### config.mk
export PLATFORM = sky130hd
export DESIGN_NAME = reg_bank_gen2_flat
export DESIGN_NICKNAME = d
export VERILOG_FILES = /design/src/rtl/reg_bank_gen2_pkg.sv /design/src/rtl/reg_bank_gen2_if.sv /design/src/rtl/reg_bank_gen2_decode.sv /design/src/rtl/reg_bank_gen2.sv /design/src/flat_wrapper.sv
export SDC_FILE = /design/constraint.sdc
export NUM_CORES = 1
export LEC_CHECK = 0
export CAP_MARGIN = 20
export CORE_AREA = 8 8 270 272
export CTS_BUF_LIST = sky130_fd_sc_hd__clkbuf_8
export DETAILED_ROUTE_END_ITERATION = 6
export DIE_AREA = 0 0 278 280
export PLACE_DENSITY = 0.74
export SLEW_MARGIN = 25
export SYNTH_ARGS = -nofsm -noshare
export SYNTH_HDL_FRONTEND = slang
export SYNTH_SLANG_ARGS = --single-unit
### constraint.sdc
create_clock -name clk -period 5.18 [get_ports clk]
set_input_delay 1.036 -clock clk [delete_from_list [all_inputs] [get_ports clk]]
set_output_delay 1.036 -clock clk [all_outputs]
set_load 0.02 [all_outputs]
### src/rtl/reg_bank_gen2_pkg.sv
// Shared types and constants for the layer configuration register bank.
// Region enum, default address map, configuration field indices and the
// address-map overlap check used at elaboration time.
package reg_bank_pkg;

    typedef enum logic [1:0] {REG_RW, REG_RO, REG_CMD, REG_NONE} region_e;

    localparam int STATUS_BASE_DEF = 'h40;
    localparam int CMD_ADDR_DEF    = 'h80;

    // Configuration field slots inside the RW region
    localparam int CFG_DATA_WID = 0;
    localparam int CFG_DATA_HEI = 1;
    localparam int CFG_DATA_CH  = 2;
    localparam int CFG_KERN_SZ  = 3;
    localparam int CFG_STRIDE   = 4;
    localparam int CFG_PAD      = 5;
    localparam int CFG_SRC_BASE = 6;
    localparam int CFG_DST_BASE = 7;

    // True when any two of RW [0,num_rw), RO [base,base+num_ro) and CMD collide
    function automatic bit regions_overlap(int num_rw, int status_base,
                                           int num_ro, int cmd_addr);
        bit ov;
        ov = 1'b0;
        if (num_ro > 0 && status_base < num_rw) ov = 1'b1;
        if (cmd_addr < num_rw) ov = 1'b1;
        if (cmd_addr >= status_base && cmd_addr < status_base + num_ro) ov = 1'b1;
        return ov;
    endfunction

endpackage

### src/rtl/reg_bank_gen2_if.sv
// Host request/response bus for the register bank (valid/ready both ways).
interface reg_bank_gen2_if #(
    parameter int ADDR_W = 8,
    parameter int DATA_W = 16
) ();
    logic              req_valid;
    logic              req_ready;
    logic              req_write;
    logic [ADDR_W-1:0] req_addr;
    logic [DATA_W-1:0] req_wdata;
    logic              rsp_valid;
    logic              rsp_ready;
    logic [DATA_W-1:0] rsp_rdata;
    logic              rsp_err;

    modport master (
        output req_valid, req_write, req_addr, req_wdata, rsp_ready,
        input  req_ready, rsp_valid, rsp_rdata, rsp_err
    );

    modport slave (
        input  req_valid, req_write, req_addr, req_wdata, rsp_ready,
        output req_ready, rsp_valid, rsp_rdata, rsp_err
    );
endinterface

### src/rtl/reg_bank_gen2_decode.sv
// Combinational address decoder: address -> region plus per-region index.
module reg_bank_decode
    import reg_bank_pkg::*;
#(
    parameter int ADDR_W      = 8,
    parameter int NUM_RW      = 32,
    parameter int STATUS_BASE = STATUS_BASE_DEF,
    parameter int NUM_RO      = 8,
    parameter int CMD_ADDR    = CMD_ADDR_DEF,
    parameter int RW_IW       = 5,
    parameter int RO_IW       = 3
) (
    input  logic [ADDR_W-1:0] addr,
    output region_e           region,
    output logic [RW_IW-1:0]  rw_idx,
    output logic [RO_IW-1:0]  ro_idx
);
    logic [31:0] a32;
    assign a32 = 32'(addr);

    // Regions are disjoint, so the priority order here is only for form
    always_comb begin
        region = REG_NONE;
        if (a32 < 32'(NUM_RW))
            region = REG_RW;
        else if (a32 >= 32'(STATUS_BASE) && a32 < 32'(STATUS_BASE + NUM_RO))
            region = REG_RO;
        else if (a32 == 32'(CMD_ADDR))
            region = REG_CMD;
    end

    assign rw_idx = RW_IW'(a32);
    assign ro_idx = RO_IW'(a32 - 32'(STATUS_BASE));
endmodule

### src/rtl/reg_bank_gen2.sv
// Layer configuration register bank: one host port, RW config / RO status /
// write-1-pulse command regions, flat cfg and pulse vectors to the engines.
// Optional feature macro: REG_BANK_SHADOW_EN -- cfg_o comes from an active
// copy loaded from staging by a commit command; otherwise cfg_o is staging
// and RW writes are refused while the engine is busy.
module reg_bank_gen2
    import reg_bank_pkg::*;
#(
    parameter int DATA_W      = 16,
    parameter int ADDR_W      = 8,
    parameter int NUM_RW      = 32,
    parameter int STATUS_BASE = STATUS_BASE_DEF,
    parameter int NUM_RO      = 8,
    parameter int CMD_ADDR    = CMD_ADDR_DEF,
    parameter int COMMIT_BIT  = 0
) (
    input  logic                           clk,
    input  logic                           rst_n,
    reg_bank_gen2_if.slave                 bus,
    input  logic                           busy_i,
    input  logic [NUM_RO-1:0][DATA_W-1:0]  status_i,
    output logic [NUM_RW-1:0][DATA_W-1:0]  cfg_o,
    output logic [DATA_W-1:0]              cmd_pulse_o
);
    localparam int RW_IW = (NUM_RW > 1) ? $clog2(NUM_RW) : 1;
    localparam int RO_IW = (NUM_RO > 1) ? $clog2(NUM_RO) : 1;

    if (regions_overlap(NUM_RW, STATUS_BASE, NUM_RO, CMD_ADDR)) begin : g_map_bad
        $error("reg_bank_gen2: address regions overlap");
    end
    if (COMMIT_BIT >= DATA_W) begin : g_commit_bad
        $error("reg_bank_gen2: COMMIT_BIT outside register width");
    end

    region_e                        region;
    logic [RW_IW-1:0]               rw_idx;
    logic [RO_IW-1:0]               ro_idx;
    logic                           ready_en;
    logic                           rsp_valid_q;
    logic                           rsp_err_q;
    logic [DATA_W-1:0]              rsp_rdata_q;
    logic [DATA_W-1:0]              pulse_q;
    logic [NUM_RW-1:0][DATA_W-1:0]  stg;
    logic                           accept;
    logic                           rw_wr_ok;
    logic                           rw_wr;
    logic                           cmd_wr;
    logic                           rsp_err_d;
    logic [DATA_W-1:0]              rsp_rdata_d;

    reg_bank_decode #(
        .ADDR_W(ADDR_W), .NUM_RW(NUM_RW), .STATUS_BASE(STATUS_BASE),
        .NUM_RO(NUM_RO), .CMD_ADDR(CMD_ADDR), .RW_IW(RW_IW), .RO_IW(RO_IW)
    ) u_dec (
        .addr   (bus.req_addr),
        .region (region),
        .rw_idx (rw_idx),
        .ro_idx (ro_idx)
    );

    // ready_en keeps req_ready low in reset and for no longer than one edge after
    assign bus.req_ready = ready_en && (!rsp_valid_q || bus.rsp_ready);
    assign accept        = bus.req_valid && bus.req_ready;

`ifdef REG_BANK_SHADOW_EN
    assign rw_wr_ok = 1'b1;
`else
    assign rw_wr_ok = !busy_i;
`endif

    assign rw_wr  = accept && bus.req_write && (region == REG_RW) && rw_wr_ok;
    assign cmd_wr = accept && bus.req_write && (region == REG_CMD);

    // Response payload for the request currently on the bus
    always_comb begin
        rsp_rdata_d = '0;
        rsp_err_d   = 1'b0;
        case (region)
            REG_RW:  if (bus.req_write) rsp_err_d = !rw_wr_ok;
                     else               rsp_rdata_d = stg[rw_idx];
            REG_RO:  if (bus.req_write) rsp_err_d = 1'b1;
                     else               rsp_rdata_d = status_i[ro_idx];
            REG_CMD: rsp_err_d = 1'b0;
            default: rsp_err_d = 1'b1;
        endcase
    end

    // Single-entry response register; holds until the host takes it
    always_ff @(posedge clk or negedge rst_n) begin
        if (!rst_n) begin
            ready_en    <= 1'b0;
            rsp_valid_q <= 1'b0;
            rsp_rdata_q <= '0;
            rsp_err_q   <= 1'b0;
        end else begin
            ready_en <= 1'b1;
            if (accept) begin
                rsp_valid_q <= 1'b1;
                rsp_rdata_q <= rsp_rdata_d;
                rsp_err_q   <= rsp_err_d;
            end else if (bus.rsp_ready) begin
                rsp_valid_q <= 1'b0;
            end
        end
    end

    assign bus.rsp_valid = rsp_valid_q;
    assign bus.rsp_rdata = rsp_rdata_q;
    assign bus.rsp_err   = rsp_err_q;

    // Staging registers, written by the host
    always_ff @(posedge clk or negedge rst_n) begin
        if (!rst_n)
            stg <= '0;
        else if (rw_wr)
            stg[rw_idx] <= bus.req_wdata;
    end

    // Command pulse lives exactly one cycle; back-to-back writes chain cleanly
    always_ff @(posedge clk or negedge rst_n) begin
        if (!rst_n)
            pulse_q <= '0;
        else
            pulse_q <= cmd_wr ? bus.req_wdata : '0;
    end

    assign cmd_pulse_o = pulse_q;

`ifdef REG_BANK_SHADOW_EN
    logic [NUM_RW-1:0][DATA_W-1:0] act;

    // Active copy snaps the whole staging set together with the start pulse
    always_ff @(posedge clk or negedge rst_n) begin
        if (!rst_n)
            act <= '0;
        else if (cmd_wr && bus.req_wdata[COMMIT_BIT])
            act <= stg;
    end

    assign cfg_o = act;
`else
    assign cfg_o = stg;
`endif

endmodule

### src/flat_wrapper.sv
// flat-port wrapper written by rule: the top's interface ports become plain ports
module reg_bank_gen2_flat import reg_bank_pkg::*;
#(
    parameter int DATA_W      = 16,
    parameter int ADDR_W      = 8,
    parameter int NUM_RW      = 32,
    parameter int STATUS_BASE = STATUS_BASE_DEF,
    parameter int NUM_RO      = 8,
    parameter int CMD_ADDR    = CMD_ADDR_DEF,
    parameter int COMMIT_BIT  = 0
)
  (clk, rst_n, busy_i, status_i, cfg_o, cmd_pulse_o, bus_req_valid, bus_req_write, bus_req_addr, bus_req_wdata, bus_rsp_ready, bus_req_ready, bus_rsp_valid, bus_rsp_rdata, bus_rsp_err);
  reg_bank_gen2_if #(.ADDR_W(ADDR_W), .DATA_W(DATA_W)) bus_i ();
  input  logic clk;
  input  logic rst_n;
  input  logic busy_i;
  input  logic [NUM_RO-1:0][DATA_W-1:0] status_i;
  output logic [NUM_RW-1:0][DATA_W-1:0] cfg_o;
  output logic [DATA_W-1:0] cmd_pulse_o;
  input wire logic [$bits(bus_i.req_valid)-1:0] bus_req_valid;
  input wire logic [$bits(bus_i.req_write)-1:0] bus_req_write;
  input wire logic [$bits(bus_i.req_addr)-1:0] bus_req_addr;
  input wire logic [$bits(bus_i.req_wdata)-1:0] bus_req_wdata;
  input wire logic [$bits(bus_i.rsp_ready)-1:0] bus_rsp_ready;
  output wire logic [$bits(bus_i.req_ready)-1:0] bus_req_ready;
  output wire logic [$bits(bus_i.rsp_valid)-1:0] bus_rsp_valid;
  output wire logic [$bits(bus_i.rsp_rdata)-1:0] bus_rsp_rdata;
  output wire logic [$bits(bus_i.rsp_err)-1:0] bus_rsp_err;
  assign bus_i.req_valid = bus_req_valid;
  assign bus_i.req_write = bus_req_write;
  assign bus_i.req_addr = bus_req_addr;
  assign bus_i.req_wdata = bus_req_wdata;
  assign bus_i.rsp_ready = bus_rsp_ready;
  assign bus_req_ready = bus_i.req_ready;
  assign bus_rsp_valid = bus_i.rsp_valid;
  assign bus_rsp_rdata = bus_i.rsp_rdata;
  assign bus_rsp_err = bus_i.rsp_err;
  reg_bank_gen2 #(.DATA_W(DATA_W), .ADDR_W(ADDR_W), .NUM_RW(NUM_RW), .STATUS_BASE(STATUS_BASE), .NUM_RO(NUM_RO), .CMD_ADDR(CMD_ADDR), .COMMIT_BIT(COMMIT_BIT)) u_core (.clk(clk), .rst_n(rst_n), .bus(bus_i), .busy_i(busy_i), .status_i(status_i), .cfg_o(cfg_o), .cmd_pulse_o(cmd_pulse_o));
endmodule
Word-level counts from Yosys, hierarchy flattened
Index checks and enable logic that the tools add are counted.
{ "op_classes": {"mux": 19, "eq_ne": 3, "n_addsub": 1, "magnitude_cmp": 6, "n_reduce_logical": 13} }
{ "op_table": {"columns": ["operator", "n"], "rows": [
  ["$bwmux 512", 1],
  ["$mux 16", 6],
  ["$bmux 16 s5", 1],
  ["$demux 16 s5", 1],
  ["$bmux 16 s3", 1],
  ["$pmux 16 s2", 1],
  ["$eq 8x8->1 const B", 1],
  ["$ge 8x7->1 const B", 1],
  ["$logic_and 1x1->1", 8],
  ["$lt 8x6->1 const B", 1],
  ["$lt 8x7->1 const B", 1],
  ["$lt 5x6->1 const B", 1],
  ["$ge 5x1->1 const B", 1],
  ["$mux 1", 5],
  ["$lt 3x4->1 const B", 1],
  ["$mux 2", 2],
  ["$pmux 1 s3", 1],
  ["$sub 3x1->3 const B", 1],
  ["$eq 2x1->1 const B", 1],
  ["$eq 2x2->1 const B", 1],
  ["$logic_not 1->1", 2],
  ["$logic_not 2->1", 1],
  ["$reduce_bool 2->1", 1],
  ["$logic_or 1x1->1", 1]
]} }
{ "word_totals": {"output_inout_bits": 547, "wordCells": 79, "register_bits": 547, "inputBits": 158} }

Logic depth before layout (Yosys ltp)
{ "depth": {"ltp_word": 7, "mapped_depth": 9, "depth_no_buf": 5} }

Cells and area by module
A second synthesis with hierarchy kept.
{ "unflattened": {"hier_cells": 1799, "hier_area_um2": 25836.0} }
{ "modules_own_cells": {"columns": ["mod", "area_each_um2", "instances", "cells_per_inst", "seq_area_each_um2"], "rows": [
  ["reg_bank_gen2", 25735.9, 1, 1784, 13688.1],
  ["reg_bank_decode", 100.1, 1, 15, 0.0]
]} }

Worst setup path after synthesis
OpenSTA, ideal clock, no wires.
{ "synth_timing": {"path_type": "input -> register", "from": "input port bus_req_addr[0]", "to": "register u_core.rsp_rdata_q[0], in the netlist u_core.bus.rsp_rdata[0]", "path_slack_ns": 2.384, "t_arrival_ns": 2.670, "setup_time_ns": 0.126, "cell_stages": 4, "required_ns": 5.054, "n_path_buf": 1, "cell_sequence": "buf_1 > mux4_2 > mux2_2 > a221o_1"} }
{ "synth_between": {"elab_chain_len": 6, "word_cells_on_any_way": 18, "classes_between": "1 x add/sub; 3 x order compare; 2 x eq/ne; 10 x mux; 2 x reduce/logical"} }
{ "synth_lines": {"columns": ["element", "line", "text"], "rows": [
  ["start, declared", "flat_wrapper.sv:22", "input wire logic [$bits(bus_i.req_addr)-1:0] bus_req_addr;"],
  ["$ge 8x7->1 (tied with other cells)", "reg_bank_gen2_decode.sv:26", "else if (a32 >= 32'(STATUS_BASE) && a32 < 32'(STATUS_BASE + NUM_RO))"],
  ["$logic_and 1x1->1 or $mux 1 (tied branches)", "reg_bank_gen2_decode.sv:26, reg_bank_gen2_decode.sv:28", null],
  ["$mux 2", "reg_bank_gen2_decode.sv:26", null],
  ["$mux 2", "reg_bank_gen2_decode.sv:24", "if (a32 < 32'(NUM_RW))"],
  ["$eq 2x1->1 or $logic_not 2->1 (tied branches)", "reg_bank_gen2.sv:78", "case (region)"],
  ["$pmux 16 s2 (*)", "reg_bank_gen2.sv:78", null],
  ["end signal, assigned", "reg_bank_gen2.sv:99", "rsp_rdata_q <= rsp_rdata_d;"],
  ["end, declared", "reg_bank_gen2.sv:41", "logic [DATA_W-1:0] rsp_rdata_q;"]
]} }
Mark *: on every way between the ends. The rest lies on a longest branch, timed or not. The select of a mux whose other input is x is not followed.
A chain may end at the register's enable or synchronous reset.

Final worst setup path
{ "layout_timing": {"from": "input port bus_rsp_ready", "to": "output port bus_req_ready"} }
{ "layout_between": {"elab_chain_len": 2} }
{ "layout_lines": {"columns": ["element", "line", "text"], "rows": [
  ["start, declared", "flat_wrapper.sv:24", "input wire logic [$bits(bus_i.rsp_ready)-1:0] bus_rsp_ready;"],
  ["$logic_or 1x1->1", "reg_bank_gen2.sv:62", "assign bus.req_ready = ready_en && (!rsp_valid_q || bus.rsp_ready);"],
  ["$logic_and 1x1->1", "reg_bank_gen2.sv:62", null],
  ["end, declared", "flat_wrapper.sv:25", "output wire logic [$bits(bus_i.req_ready)-1:0] bus_req_ready;"]
]} }
No other way between the ends.

==> results by group <==
Power and ir drop
  • Peak VDD IR: 195 uV
  • Power per Cell Area: 257 nW/um^2
  • Leak pwr: 0.0164 uW

Clock tree
  • Clock Sinks: 547
  • CTS Buffer Depth: 3
  • Hold_buf cts: 0
  • Clk_lat worst skew: 700 ps
  • Setup bufs post-CTS: 0
  • Num CTS Buffers: 95
  • CTS tree: done
  • Clock slew at reported path FFs: 60 ps
  • Post-cts gate resize count: 0
  • Clock Tree Root: clkbuf_8
  • Htree depth: 3

GRT
  • Vias in the first global route: 21,100
  • Largest net degree at the start of global routing: 122
  • GRT Total Usage: 0.283
  • Gr ovfl total: 0
  • Global-route wire length before repair: 161,000 um
  • Initial antenna violation count: 4

Detailed routing
  • Initial DRT Pass Iterations: 6
  • DRT iter0 DRCs: 1,642
  • WL final: 115,000 um
  • Vias per cell: 5.76
  • DR WL/cell: 32.9 um
  • Post-route DRC: 0
  • Routed Antenna Nets: 0
  • Routed vias: 20,100

Die
  • Die ar.: 77,800 um^2
  • Initial Util: 0.374
  • Chip Width: 278 um
  • CORE AREA: 68,900 um^2
  • Chip Height: 280 um
  • Io pins: 705
  • Row cnt: 97

Worst setup path
  • Type of origin of the critical path: primary input
  • Critical setup path kind: primary input to output port
  • Most used cell, CP: clkdlybuf4s50_1
  • CP Buf/Inv Count: 2
  • CP required: 4140 ps
  • CP arrival: 2480 ps
  • Largest delay share family, worst path: buffers and inverters
  • CP max FO: 4
  • Worst-path cell chain: clkdlybuf4s50_1, nand2b_4, and2_1, clkdlybuf4s50_1
  • Critical-path top delay cell: clkdlybuf4s50_1
  • Worst Setup End Kind: output port
  • Slowest cell delay on critical path: 670 ps

Placed design
  • Post-DP HPWL: 87,200 um
  • RD Place Congestion: 0.922
  • Port-buffer cells: 704
  • Placed cell count: 3,326

Layout
  • Post-Layout Cell Count: 3,485
  • Nets: 2,692
  • Layout cells sized above 1: 0.312
  • Fill cells: 5,829
  • Area Overhead vs Synth: 38.5%

Yosys
  • Post-synth ARST share: 1.00
  • Synthesis Warnings: 0
  • Ys flop type: dfrtp_1
  • Number of synthesized register bits: 547
  • Post-synthesis cell type count: 48
  • Post-synth EDFFs: 0
  • Post-Syn Area: 25,800 um^2
  • Sequential cell area fraction in the yosys report: 0.531
  • Synth Area per Inst: 14.2 um^2
  • Post-Syn Nets: 1,977
  • Synthesized instance count: 1,819

Timing
  • Min Tclk post-route: 3520 ps
  • Final Max Tran Viols: 0
  • Fin Setup TNS: 0 ps
  • Max Fclk: 0.284 GHz
  • Skew final: 21.5 ps
  • RSZ-0062 raised after global routing: no
  • Worst Tran Pin Value: 974 ps
  • Relative slew slack: 0.347
  • Final setup fails: 0
  • Period utilization: 0.680
  • Final Hold Fails: 0

Min path
  • Hold crit path type: primary input to async pin

Outcome
  • Status: finished clean

Run
  • Total of max-cap violations: 0
-- final cells by class --
class	instances	area (um^2)	share of cell area
diodes	1	2.50	0.0000701
clock buffers	113	1560	0.0436
clock inverters	43	352	0.00985
multi-input cells	1108	11200	0.314
flip-flops and latches	547	13700	0.383
well taps	891	1110	0.0312
repair buffers	782	7760	0.217
-- logic make-up (layout without fill, tap and decap cells) --
logic type	Yosys count	in the layout	synth area share
buf+inv	164	938	0.0339
flops	547	547	0.531
simple gates	129	129	0.0359
other cells	1	2	0.000145
mux	816	816	0.358
compound gates	162	162	0.0411
-- power breakdown --
group / switching [uW] / internal [uW] / leakage [uW] / total, uW
clock network: 1840 / 2220 / 0.00109 / 4060
logic: 438 / 322 / 0.00768 / 760
registers: 32.7 / 4310 / 0.00763 / 4340
total: 2310 / 6850 / 0.0164 / 9160
-- worst paths after layout --
kind                                       from                end  slack (ps)  cells after the start
hold reg to reg               u_core.cfg_o[174]  u_core.cfg_o[174]         520                      1
hold / removal                            rst_n  u_core.cfg_o[230]         260                      1
max in group asynchronous                 rst_n  u_core.cfg_o[497]        3400                      3
setup / recovery                  bus_rsp_ready      bus_req_ready        1660                      4
min in group clk              u_core.cfg_o[174]  u_core.cfg_o[174]         520                      1
setup reg to reg           u_core.bus.rsp_valid  u_core.cfg_o[296]        2490                      5
-- through the flow --
step           worst slack (ps)  power [uW]  utilization  instance area [um^2]  hold slack [ps]
2_1_floorplan              2380        4720            -                 25800              590
3_3_place_gp                991        5160        0.489                 33700              496
3_5_place_dp                918        5170        0.490                 33700              488
4_1_cts                    1670        9220        0.517                 35700              468
5_1_grt                    1640        9450        0.518                 35700              264
6_report                   1660        9160        0.518                 35700              259
-- worst register-to-register path: stages, from the launching register on --
cell and delay, ps:
dfrtp_1 420, nand2b_4 110, and4_1 340, and4b_1 590
nand3b_2 620, mux2_2 500
-- metal layers --
metal	routed length [um]	global-route usage	share of wire	vias up
met5	24	0	0.00021	-
met4	5350	0.122	0.047	4
met3	9610	0.0793	0.084	227
met2	56500	0.485	0.49	1041
met1	43100	0.332	0.38	10600
li1	-	-	-	8234
-- state kept, by name, summed over array words and instances (netlist names) --
register / count
u_core.cfg_o: 512
u_core.bus.rsp_rdata: 16
u_core.bus.rsp_valid: 1
u_core.cmd_pulse_o: 16
u_core.ready_en: 1
u_core.bus.rsp_err: 1
-- synth_stat cells, types with 4 or more instances --
cell type,n,area [um^2]
mux2_2,524,5900
mux2_1,4,45.0
buf_2,50,250
buf_1,7,26.3
a221o_1,16,160
nand4bb_1,5,56.3
o22ai_1,128,801
nand2_1,7,26.3
nor4_1,32,200
buf_4,34,255
buf_6,7,78.8
a21oi_1,15,75.1
mux4_2,32,721
nand3_2,4,40.0
and2_1,17,106
clkbuf_1,61,229
dfrtp_1,547,13700
mux2i_1,256,2560
clkbuf_2,4,20.0
nor2_2,24,150
-- cells in the final DEF (no fill, tap or decap), types with 3 or more instances in the layout --
| cell | synthesis | final |
|---|---|---|
| buf_4 | 34 | 68 |
| o22ai_1 | 128 | 128 |
| mux2_2 | 524 | 524 |
| nand2b_1 | 3 | 3 |
| clkbuf_8 | 1 | 113 |
| clkinv_2 | 0 | 3 |
| bufinv_16 | 0 | 5 |
| a21oi_1 | 15 | 15 |
| nand3_2 | 4 | 4 |
| nor2_1 | 3 | 3 |
| and2_1 | 17 | 17 |
| dfrtp_1 | 547 | 547 |
| nor2_2 | 24 | 24 |
| buf_12 | 0 | 8 |
| mux2i_1 | 256 | 256 |
| nor4_1 | 32 | 32 |
| or4b_2 | 3 | 3 |
| nand2_1 | 7 | 7 |
| a221o_1 | 16 | 16 |
| mux4_2 | 32 | 32 |
| mux2_1 | 4 | 4 |
| nand4b_1 | 3 | 3 |
| nand4bb_1 | 5 | 4 |
| clkinv_8 | 0 | 3 |
| inv_1 | 0 | 29 |
| clkdlybuf4s50_1 | 0 | 700 |
No activity file was read; power rests on OpenSTA's default activity.
